==> config.mk <==
export PLATFORM = sky130hd
export DESIGN_NAME = rega_word_loader
export DESIGN_NICKNAME = d
export VERILOG_FILES = /design/src/rtl/rega_word_loader.sv
export SDC_FILE = /design/constraint.sdc
export NUM_CORES = 1
export LEC_CHECK = 0
export CAP_MARGIN = 15
export CORE_MARGIN = 2
export CORE_UTILIZATION = 53
export DETAILED_ROUTE_END_ITERATION = 6
export HOLD_SLACK_MARGIN = 0.05
export PLACE_DENSITY_LB_ADDON = 0.25
export SLEW_MARGIN = 15
export SYNTH_ARGS = -nofsm -noshare
export SYNTH_HDL_FRONTEND = slang
export SYNTH_SLANG_ARGS = --single-unit
export TNS_END_PERCENT = 30
==> constraint.sdc <==
create_clock -name clk -period 2.4 [get_ports clk]
set_input_delay 0.48 -clock clk [delete_from_list [all_inputs] [get_ports clk]]
set_output_delay 0.48 -clock clk [all_outputs]
set_load 0.02 [all_outputs]
==> src/rtl/rega_word_loader.sv <==
// Byte-to-word feeder for the 32-bit load register: packs a little-endian byte stream
// into DATA_W-bit words and strobes loadA for one cycle per completed word.
module rega_word_loader #(
    parameter int DATA_W      = 32,
    parameter int BYTE_W      = 8,
    parameter int TIMEOUT_CYC = 16,
    parameter int CNT_W       = 16
) (
    input  logic              clk,
    input  logic              rst_n,
    input  logic              byte_valid,
    input  logic [BYTE_W-1:0] byte_data,
    input  logic              byte_last,
    output logic              byte_ready,
    input  logic              flush,
    output logic              loadA,
    output logic [DATA_W-1:0] dataAin,
    output logic [CNT_W-1:0]  word_count,
    output logic              partial_drop,
    output logic [1:0]        dbg_state_o
);

    localparam int N     = DATA_W / BYTE_W;
    localparam int KW    = (N > 1) ? $clog2(N) : 1;
    localparam int TW    = (TIMEOUT_CYC > 0) ? $clog2(TIMEOUT_CYC + 1) : 1;
    localparam int TO_M1 = (TIMEOUT_CYC > 0) ? TIMEOUT_CYC - 1 : 0;

    typedef enum logic [1:0] {
        ST_IDLE    = 2'd0,
        ST_COLLECT = 2'd1,
        ST_LOAD    = 2'd2
    } state_t;

    state_t            state_q, state_d;
    logic [KW-1:0]     k_q, k_d;
    logic [TW-1:0]     idle_q, idle_d;
    logic [DATA_W-1:0] buf_q, buf_d;
    logic [DATA_W-1:0] data_q, data_d;
    logic [CNT_W-1:0]  cnt_q, cnt_d;
    logic              drop_q, drop_d;

    logic              accept;
    logic              complete;
    logic              timeout_hit;
    logic [DATA_W-1:0] packed_word;

    // Handshake: a byte transfers on a rising edge where byte_valid && byte_ready;
    // byte_ready depends only on state and flush, never on byte_valid.
    assign accept   = byte_valid && byte_ready;
    assign complete = accept && (byte_last || (k_q == KW'(N - 1)));
    assign timeout_hit = (TIMEOUT_CYC > 0) && (state_q == ST_COLLECT) && !accept
                         && !flush && (idle_q == TW'(TO_M1));

    always_comb begin
        packed_word = buf_q;
        for (int i = 0; i < N; i++) begin
            if (k_q == KW'(i)) begin
                packed_word[i*BYTE_W +: BYTE_W] = byte_data;
            end
        end
    end

    // State register
    always_ff @(posedge clk or negedge rst_n) begin
        if (!rst_n) begin
            state_q <= ST_IDLE;
        end else begin
            state_q <= state_d;
        end
    end

    // Next-state logic
    always_comb begin
        state_d = state_q;
        case (state_q)
            ST_IDLE, ST_COLLECT: begin
                if (flush) begin
                    state_d = ST_IDLE;
                end else if (complete) begin
                    state_d = ST_LOAD;
                end else if (accept) begin
                    state_d = ST_COLLECT;
                end else if (timeout_hit) begin
                    state_d = ST_IDLE;
                end
            end
            ST_LOAD: state_d = ST_IDLE;
            default: state_d = ST_IDLE;
        endcase
    end

    // Output logic
    always_comb begin
        loadA       = (state_q == ST_LOAD);
        byte_ready  = rst_n && (state_q != ST_LOAD) && !flush;
        dbg_state_o = state_q;
    end

    // Datapath next values; the word is latched into data_q on the edge that enters LOAD
    always_comb begin
        k_d    = k_q;
        buf_d  = buf_q;
        idle_d = idle_q;
        data_d = data_q;
        cnt_d  = cnt_q;
        drop_d = 1'b0;
        if (state_q != ST_LOAD) begin
            if (flush) begin
                k_d    = '0;
                buf_d  = '0;
                idle_d = '0;
                drop_d = (k_q != '0);
            end else if (accept) begin
                idle_d = '0;
                if (complete) begin
                    data_d = packed_word;
                    cnt_d  = cnt_q + CNT_W'(1);
                    k_d    = '0;
                    buf_d  = '0;
                end else begin
                    buf_d = packed_word;
                    k_d   = k_q + KW'(1);
                end
            end else if (timeout_hit) begin
                k_d    = '0;
                buf_d  = '0;
                idle_d = '0;
                drop_d = 1'b1;
            end else if ((TIMEOUT_CYC > 0) && (state_q == ST_COLLECT)) begin
                idle_d = idle_q + TW'(1);
            end
        end
    end

    always_ff @(posedge clk or negedge rst_n) begin
        if (!rst_n) begin
            k_q    <= '0;
            idle_q <= '0;
            buf_q  <= '0;
            data_q <= '0;
            cnt_q  <= '0;
            drop_q <= 1'b0;
        end else begin
            k_q    <= k_d;
            idle_q <= idle_d;
            buf_q  <= buf_d;
            data_q <= data_d;
            cnt_q  <= cnt_d;
            drop_q <= drop_d;
        end
    end

    assign dataAin      = data_q;
    assign word_count   = cnt_q;
    assign partial_drop = drop_q;

endmodule

### Word-level counts from Yosys, hierarchy flattened

Index checks and enable logic that the tools add are counted.

* flip-flop bits (word level): 90
* output and inout bits: 53

* add/subtract/negate cells: 3
* equality and inequality tests: 8
* muxes and demuxes: 24
* bitwise logic cells: 1
* reduce and logical (&&, ||, !) cells: 19

Operator list (count)
* $mux 32: 4
* $mux 8: 4
* $mux 5: 4
* $add 16x1->16 const B: 1
* $mux 2: 8
* $logic_and 1x1->1: 7
* $eq 2x2->1 const B: 3
* $add 5x1->5 const B: 1
* $eq 5x4->1 const B: 1
* $ne 5x5->1 const B: 1
* $eq 2x1->1 const B: 2
* $logic_not 2->1: 2
* $mux 1: 4
* $reduce_and 2->1: 2
* $reduce_and 4->1: 1
* $reduce_bool 4->1: 1
* $reduce_bool 3->1: 1
* $add 2x1->2 const B: 1
* $logic_not 1->1: 2
* $ne 2x2->1 const B: 1
* $reduce_bool 2->1: 1
* $reduce_or 2->1: 1
* $logic_or 1x1->1: 1
* $not 1->1: 1

### Logic depth before layout (Yosys ltp)

Gate-level depths: netlist (run 1).

* depth after elaboration: 13
* mapped depth: 7

### Worst setup path after synthesis (run 1)

Ideal clock, no wire load.

* kind: reg-to-reg
* start point: reg k_q[0]
* end point: reg buf_q[0]
* setup time: 0.068 ns
* arrival: 1.927 ns
* data required time: 2.332 ns
* slack: 0.404 ns
* stages on the path, launching flop included: 7
* buffers on the path: 1
* period minus slack after synthesis: 1.996 ns
* cells stage by stage: dfrtp_1 ha_1 buf_6 or2_4 or4b_4 o211ai_2 a32o_1

* cells in the longest elaborated chain, start to end: 6
* elaborated cells on any way between the ends: 8

RTL lines
* start, declared: RTL line 35 `logic [KW-1:0] k_q, k_d;`
* start signal, assigned: RTL line 144 `k_q <= k_d;`
* $eq 2x2->1: RTL line 50 `assign complete = accept && (byte_last || (k_q == KW'(N - 1)));`
* $logic_or 1x1->1: RTL line 50
* $logic_and 1x1->1: RTL line 50
* $mux 32 *: RTL line 115 `if (complete) begin`
* $mux 32 *: RTL line 113 `end else if (accept) begin`
* $mux 32 *: RTL line 108 `if (flush) begin`
* end signal, assigned: RTL line 146 `buf_q <= buf_d;`
* end, declared: RTL line 37 `logic [DATA_W-1:0] buf_q, buf_d;`

Every way passes the cells marked *; elsewhere a longest branch is shown, timed or not.
A chain may end at the register's enable or synchronous reset.

### Worst setup path after layout (run 1)

* start point: reg state_q[1] (netlist: dbg_state_o[1])
* end point: out loadA

* cells in the longest elaborated chain, start to end: 1

RTL lines
* start, declared: RTL line 34 `state_t state_q, state_d;`
* start signal, assigned: RTL line 68 `state_q <= state_d;`
* $eq 2x2->1: RTL line 94 `loadA = (state_q == ST_LOAD);`
* end, declared: RTL line 16 `output logic loadA,`

No other way between the ends.

==> results of run 1 <==
## per-layer routing
layer / wire [um] / GRT usage
met5: 0 / 0
met4: 141 / 0.0833
met3: 331 / 0.0376
met2: 3760 / 0.319
met1: 3730 / 0.294
## final cells by class
class,count,area (sq um)
tap,99,124
clock buffer,9,124
fill,547,2280
clock inverter,5,81.3
sequential,90,2250
timing repair buffer,78,761
multi-input combinational,219,1610
inverter,5,18.8
## critical path, cell delays in order, from the launching register on
cell             delay (ps)
dfrtp_1                 490
nor2b_4                 320
clkdlybuf4s50_1         650
## Yosys cell counts, drive strengths merged
cell,number
nand4b,1
or2,1
nand2,7
a32o,24
and2,3
nor2,34
nor4b,1
inv,5
ha,6
nor3,4
nand2b,2
a21boi,2
a21oi,35
a22o,2
nor2b,9
dfrtp,90
o211ai,3
a21o,2
and4,2
nor3b,1
mux2,2
nand4,9
and3,4
or4b,1
maj3,1
clkbuf,12
buf,8
or3,1
xor2,1
o21ai,6
mux2i,33
o32ai,1
nand3,7
xnor2,14
## through the flow
| step | total power [W] | utilization |
|---|---|---|
| 2_1_floorplan | 0.00223 | - |
| 3_3_place_gp | 0.00265 | 0.657 |
| 3_5_place_dp | 0.00267 | 0.657 |
| 4_1_cts | 0.00375 | 0.685 |
| 5_1_grt | 0.00389 | 0.686 |
| 6_report | 0.00372 | 0.686 |
## logic make-up (layout without fill, tap and decap cells)
logic type,Yosys count,after routing
xor+xnor,15,15
compound gates,75,75
flops,90,90
mux,35,35
simple gates,87,87
fa+ha+maj,7,7
buf+inv,25,97
## layout by cell type (no fill, tap or decap), drive strengths merged, types with 2 or more instances in the layout
master          n
a21boi          2
a21o            2
a21oi          35
a22o            2
a32o           24
and2            3
and3            4
and4            2
buf            14
bufinv          2
clkbuf          9
clkdlybuf4s50  63
clkinv          2
dfrtp          90
ha              6
inv             5
mux2            2
mux2i          33
nand2           7
nand2b          2
nand3           7
nand4           9
nor2           34
nor2b           9
nor3            4
o211ai          3
o21ai           6
xnor2          14
## sequential cells by signal, indices dropped and copies added (netlist names)
name / flops
k_q: 2
partial_drop: 1
dbg_state_o: 2
dataAin: 32
word_count: 16
idle_q: 5
buf_q: 32
## what timing repair did
action | 4_1_cts | 5_1_grt
endpoints found under the setup margin | 0 | 1
resized for setup | 0 | 1
endpoints found under the hold margin | 0 | 0
## how the worst max path moves through the flow
stage	startpoint	end	slack, ps	cells after the start
6_report	dbg_state_o[1]$_DFFE_PN0P_	loadA	110	2
5_1_grt	dbg_state_o[1]$_DFFE_PN0P_	loadA	30	2
4_1_cts	flush	byte_ready	40	4
3_5_place_dp	flush	byte_ready	40	4
3_3_place_gp	flush	byte_ready	90	4
2_1_floorplan	k_q[0]$_DFFE_PN0P_	buf_q[0]$_DFFE_PN0P_	400	6
## where the power goes
part	internal, W	leakage, nW	switching (W)
registers	0.00167	1.18	0.000113
logic	0.000398	0.856	0.000456
clock network	0.000575	0.101	0.000511
==> reports/metrics.cfg, run 1 <==
[clock_network]
clkLatencyLatePin_ps = 350
clock_path_buffers = 2
cts_setup_buffers = 0
clk_pin_slew_ps = 90
hold_buffers = 0
cts_tree = built
cts_sinks = 90
numCtsBuffers = 9
h-tree-depth = 3
cts-root-buf = clkbuf_8

[timing]
setup_viol = 0
skew_ps = 8.33
min_period_ps = 2290
slew_headroom = 0.571
fmax_ghz = 0.437
grt_setup_unrepaired = false
finalCritPeriodShare = 0.953
tns_ps = 0
hold_ws_ps = 188
fin_ws_ps = 112
hold_viol_final = 0
drv_slew = 0
worst_slew_pin_slew_ps = 643

[power]
ir_drop_v = 0.000474
powerDensity_mw_per_mm2 = 748
power.leakage_nw = 2.14

[floorplanning]
die_area_sq_mm = 0.00820
die_x_um = 90.6
ioPinCount = 66
std_cell_rows = 31
initial_core_util = 0.548
core_sq_mm = 0.00725
die_h_um = 90.6

[cells_and_area]
final_cells = 505
fin_nets = 422
syn2layout_area_growth_pct = 25.2
drive_gt1_frac = 0.113
antennaDiodeCount = 0
final_cell_area_sq_mm = 0.00497

[critical_path]
r2r_setup_slack_ps = 330
critPathArrivalTime_ps = 1810
r2r_cells = 5
r2r_end = buf_q[4]$_DFFE_PN0P_
worst_setup_path_end_kind = output port
critPathKind = reg -> out
required_ps = 1920
reg2reg_from = k_q[0]$_DFFE_PN0P_
cp-start-kind = flip-flop
critPathMaxFanout = 8

[worst_hold_path]
hold_class = in -> async

[synthesis]
avgSynthCellArea_sq_um = 11.9
synth_top_area_cell = dfrtp_1
synth_area_sq_mm = 0.00397
synth_compound_gate_area_share = 0.136
synth_fa_ha_area_frac = 0.0214
synth_top_area_frac = 0.567
ys_warn_count = 0
synth_xor_area_frac = 0.0331
muxShareOfSynthArea = 0.0888
synthTopCellsByArea = dfrtp_1 (57%), mux2i_1 (8.3%), a32o_1 (6.0%)
ys_types = 38
synth_nets = 353
netlist_instances = 334
synth_seq_cells = 90
synthSimpleGateAreaFrac = 0.123
synth_top_family_by_area = compound AO/OA/AOI/OAI gates
yosysSeqAreaShare = 0.567

[global_routing]
antenna_found_initial = 0
grt_max_degree = 53
grt.overflow.total = 0
first_global_vias = 2753
grt_first_pass_wirelength_um = 13600
grt_usage = 0.207

[place]
gp_congestion = 0.778
dpl_cell_area_sq_mm = 0.00476
dp.final_hpwl_um = 5450
io_buffer_count = 65
place_ws_ps = 39.6
dp.cells = 491

[drt]
dr.pass1.iters = 4
first_iter_violations = 119
drc_errors = 0
num_vias = 2800
wirelength_um = 7970
antenna_left = 0
vias_per_cell = 5.54
wl_per_cell_um = 15.8

[outcome]
status = complete, no violations

[run]
maxCapViolCount = 0

Power figures use the tool's default switching activity.
==> inputs of run 2 (changes only) <==
--- a/config.mk
+++ b/config.mk
@@ -8,6 +8,7 @@
 export CAP_MARGIN = 15
 export CORE_MARGIN = 2
 export CORE_UTILIZATION = 53
+export CTS_CLUSTER_DIAMETER = 40
 export DETAILED_ROUTE_END_ITERATION = 6
 export HOLD_SLACK_MARGIN = 0.05
 export PLACE_DENSITY_LB_ADDON = 0.25
==> results of run 2 <==
Final layout, timing and power as in run 1 (identical DEF).
==> inputs of run 3 (changes only) <==
--- a/config.mk
+++ b/config.mk
@@ -7,11 +7,12 @@
 export LEC_CHECK = 0
 export CAP_MARGIN = 15
 export CORE_MARGIN = 2
-export CORE_UTILIZATION = 53
+export CORE_UTILIZATION = 48
 export CTS_CLUSTER_DIAMETER = 40
 export DETAILED_ROUTE_END_ITERATION = 6
 export HOLD_SLACK_MARGIN = 0.05
 export PLACE_DENSITY_LB_ADDON = 0.25
+export SKIP_CTS_REPAIR_TIMING = 1
 export SLEW_MARGIN = 15
 export SYNTH_ARGS = -nofsm -noshare
 export SYNTH_HDL_FRONTEND = slang
==> constraint.sdc (replaced) <==
create_clock -name clk -period 1.9 [get_ports clk]
set_input_delay 0.38 -clock clk [delete_from_list [all_inputs] [get_ports clk]]
set_output_delay 0.38 -clock clk [all_outputs]
set_load 0.02 [all_outputs]
==> run 3 against run 2 <==
Effect of this change: the run now ends with setup timing left; first-iteration DRC count down 28%; clock skew up 0.93 ps; register-to-register slack worse by 370 ps; sequential cell count unchanged; largest power group unchanged; non-clock buffer count up 24; hold slack better by 59 ps; final cell count up 6.1%; wire length up 7.7%.
==> reports/metrics.cfg, run 3 (same netlist as run 1, synthesis figures left out) <==
[outcome]
status = complete, but fails checks
violations = setup timing

[timing]
fin_ws_ps = -35.0  ; -147 ps
grt_setup_unrepaired = true
slew_headroom = 0.465  ; -0.106
finalCritPeriodShare = 1.02
skew_ps = 9.26  ; +0.933 ps
drv_slew = 0  ; unchanged
fmax_ghz = 0.517
setup_viol = 32  ; +32
hold_viol_final = 0  ; unchanged
worst_slew_pin_slew_ps = 803  ; +160 ps
min_period_ps = 1940

[critical_path]
worst_setup_path_end_kind = flip-flop
critPathArrivalTime_ps = 2230  ; +420 ps
critPathKind = reg -> reg
required_ps = 2190  ; +270 ps
critPathMaxFanout = 8  ; unchanged
cp-start-kind = flip-flop

[place]
place_ws_ps = -279  ; -318 ps
dp.cells = 517  ; +5.3%
dp.final_hpwl_um = 5810  ; +6.8%
gp_congestion = 0.842  ; +8.2%
io_buffer_count = 65  ; unchanged

[global_routing]
first_global_vias = 2782  ; +1.1%
grt_first_pass_wirelength_um = 13600  ; -0.10%
grt_max_degree = 65  ; +23%
grt.overflow.total = 0  ; unchanged
antenna_found_initial = 0  ; unchanged
grt_usage = 0.199  ; -0.00829

[clock_network]
clk_pin_slew_ps = 80  ; about the same
h-tree-depth = 3  ; unchanged
cts-root-buf = clkbuf_8
cts_tree = built
cts_sinks = 90  ; unchanged
clkLatencyLatePin_ps = 360  ; about the same
numCtsBuffers = 9  ; unchanged
clock_path_buffers = 2  ; unchanged

[cells_and_area]
utilization = 0.645  ; -0.0401
syn2layout_area_growth_pct = 32.2
drive_gt1_frac = 0.169  ; +0.0561
fin_nets = 446  ; +5.7%
final_common_cell = dfrtp_1
num-fill-cells = 648  ; +18%
antennaDiodeCount = 0  ; unchanged
final_cells = 536  ; +6.1%
final_cell_mix = dfrtp_1 (90), clkdlybuf4s50_1 (61), a21oi_1 (35), nor2_1 (34), mux2i_1 (33)

[floorplanning]
core_sq_mm = 0.00813  ; +12%
die_x_um = 95.0  ; +4.9%
std_cell_rows = 33  ; +6.5%
initial_core_util = 0.488  ; -0.0593
die_h_um = 95.0  ; +4.9%
die_area_sq_mm = 0.00902  ; +10%
ioPinCount = 66  ; unchanged

[power]
power.leakage_nw = 2.33  ; +9.0%
ir_drop_v = 0.000500  ; +5.5%
powerDensity_mw_per_mm2 = 912  ; +22%
power_w = 0.00479  ; +29%

[drt]
wl_per_cell_um = 16.0  ; +1.5%
drc_errors = 0  ; unchanged
wirelength_um = 8580  ; +7.7%
dr.pass1.iters = 4  ; unchanged
first_iter_violations = 86  ; -28%
num_vias = 2924  ; +4.4%
antenna_left = 0  ; unchanged
vias_per_cell = 5.46  ; -1.6%

[run]
maxCapViolCount = 0  ; unchanged

[worst_hold_path]
hold_class = in -> async

## run 3: layout make-up
| cell class | instances | area (sq um) | area share |
|---|---|---|---|
| Tap cell | 105 | 131 | 0.0250 |
| Sequential cell | 90 | 2250 | 0.429 |
| Clock inverter | 5 | 78.8 | 0.0150 |
| Timing Repair Buffer | 102 | 1010 | 0.192 |
| Clock buffer | 10 | 138 | 0.0262 |
| Multi-Input combinational cell | 219 | 1630 | 0.310 |
| Inverter | 5 | 18.8 | 0.00357 |
## run 3: stage by stage
step | TNS [ps] | cell area [sq um] | hold slack, ps
2_1_floorplan | -2540 | 3980 | 84.4
3_3_place_gp | -11190 | 4980 | 369
3_5_place_dp | -13310 | 4980 | 376
4_1_cts | -2230 | 5200 | -9.54
5_1_grt | -2550 | 5250 | 299
6_report | -439 | 5250 | 247
## run 3: worst paths after layout
kind                                       startpoint                         end  slack [ps]  cells after the start
max                                k_q[0]$_DFFE_PN0P_       buf_q[25]$_DFFE_PN0P_         -40                      5
min reg2reg                word_count[15]$_DFFE_PN0P_  word_count[15]$_DFFE_PN0P_         470                      1
max reg2reg                        k_q[0]$_DFFE_PN0P_       buf_q[25]$_DFFE_PN0P_         -40                      5
min                                             rst_n  word_count[12]$_DFFE_PN0P_         250                      2
min in group clk           word_count[15]$_DFFE_PN0P_  word_count[15]$_DFFE_PN0P_         470                      1
max in group asynchronous                       rst_n     dataAin[28]$_DFFE_PN0P_        1080                      3
## run 3: critical path: stages (launching register included)
cell and delay [ps]:
dfrtp_1 390, ha_2 210, or2_4 250, or4b_4 550, and3_2 340, nor2b_2 130
## run 3: where the power goes
| part | switching (W) | total (W) | internal, W |
|---|---|---|---|
| registers | 0.000140 | 0.00225 | 0.00211 |
| logic | 0.000586 | 0.00112 | 0.000537 |
| clock network | 0.000651 | 0.00142 | 0.000767 |
## run 3: per-layer routing
| metal | global-route usage | vias up | wire length [um] |
|---|---|---|---|
| met3 | 0.0527 | 6 | 283 |
| met2 | 0.315 | 62 | 4200 |
| met1 | 0.270 | 1453 | 4010 |
| met5 | 0 | - | 0 |
| met4 | 0.0604 | 0 | 89 |
| li1 | - | 1403 | - |
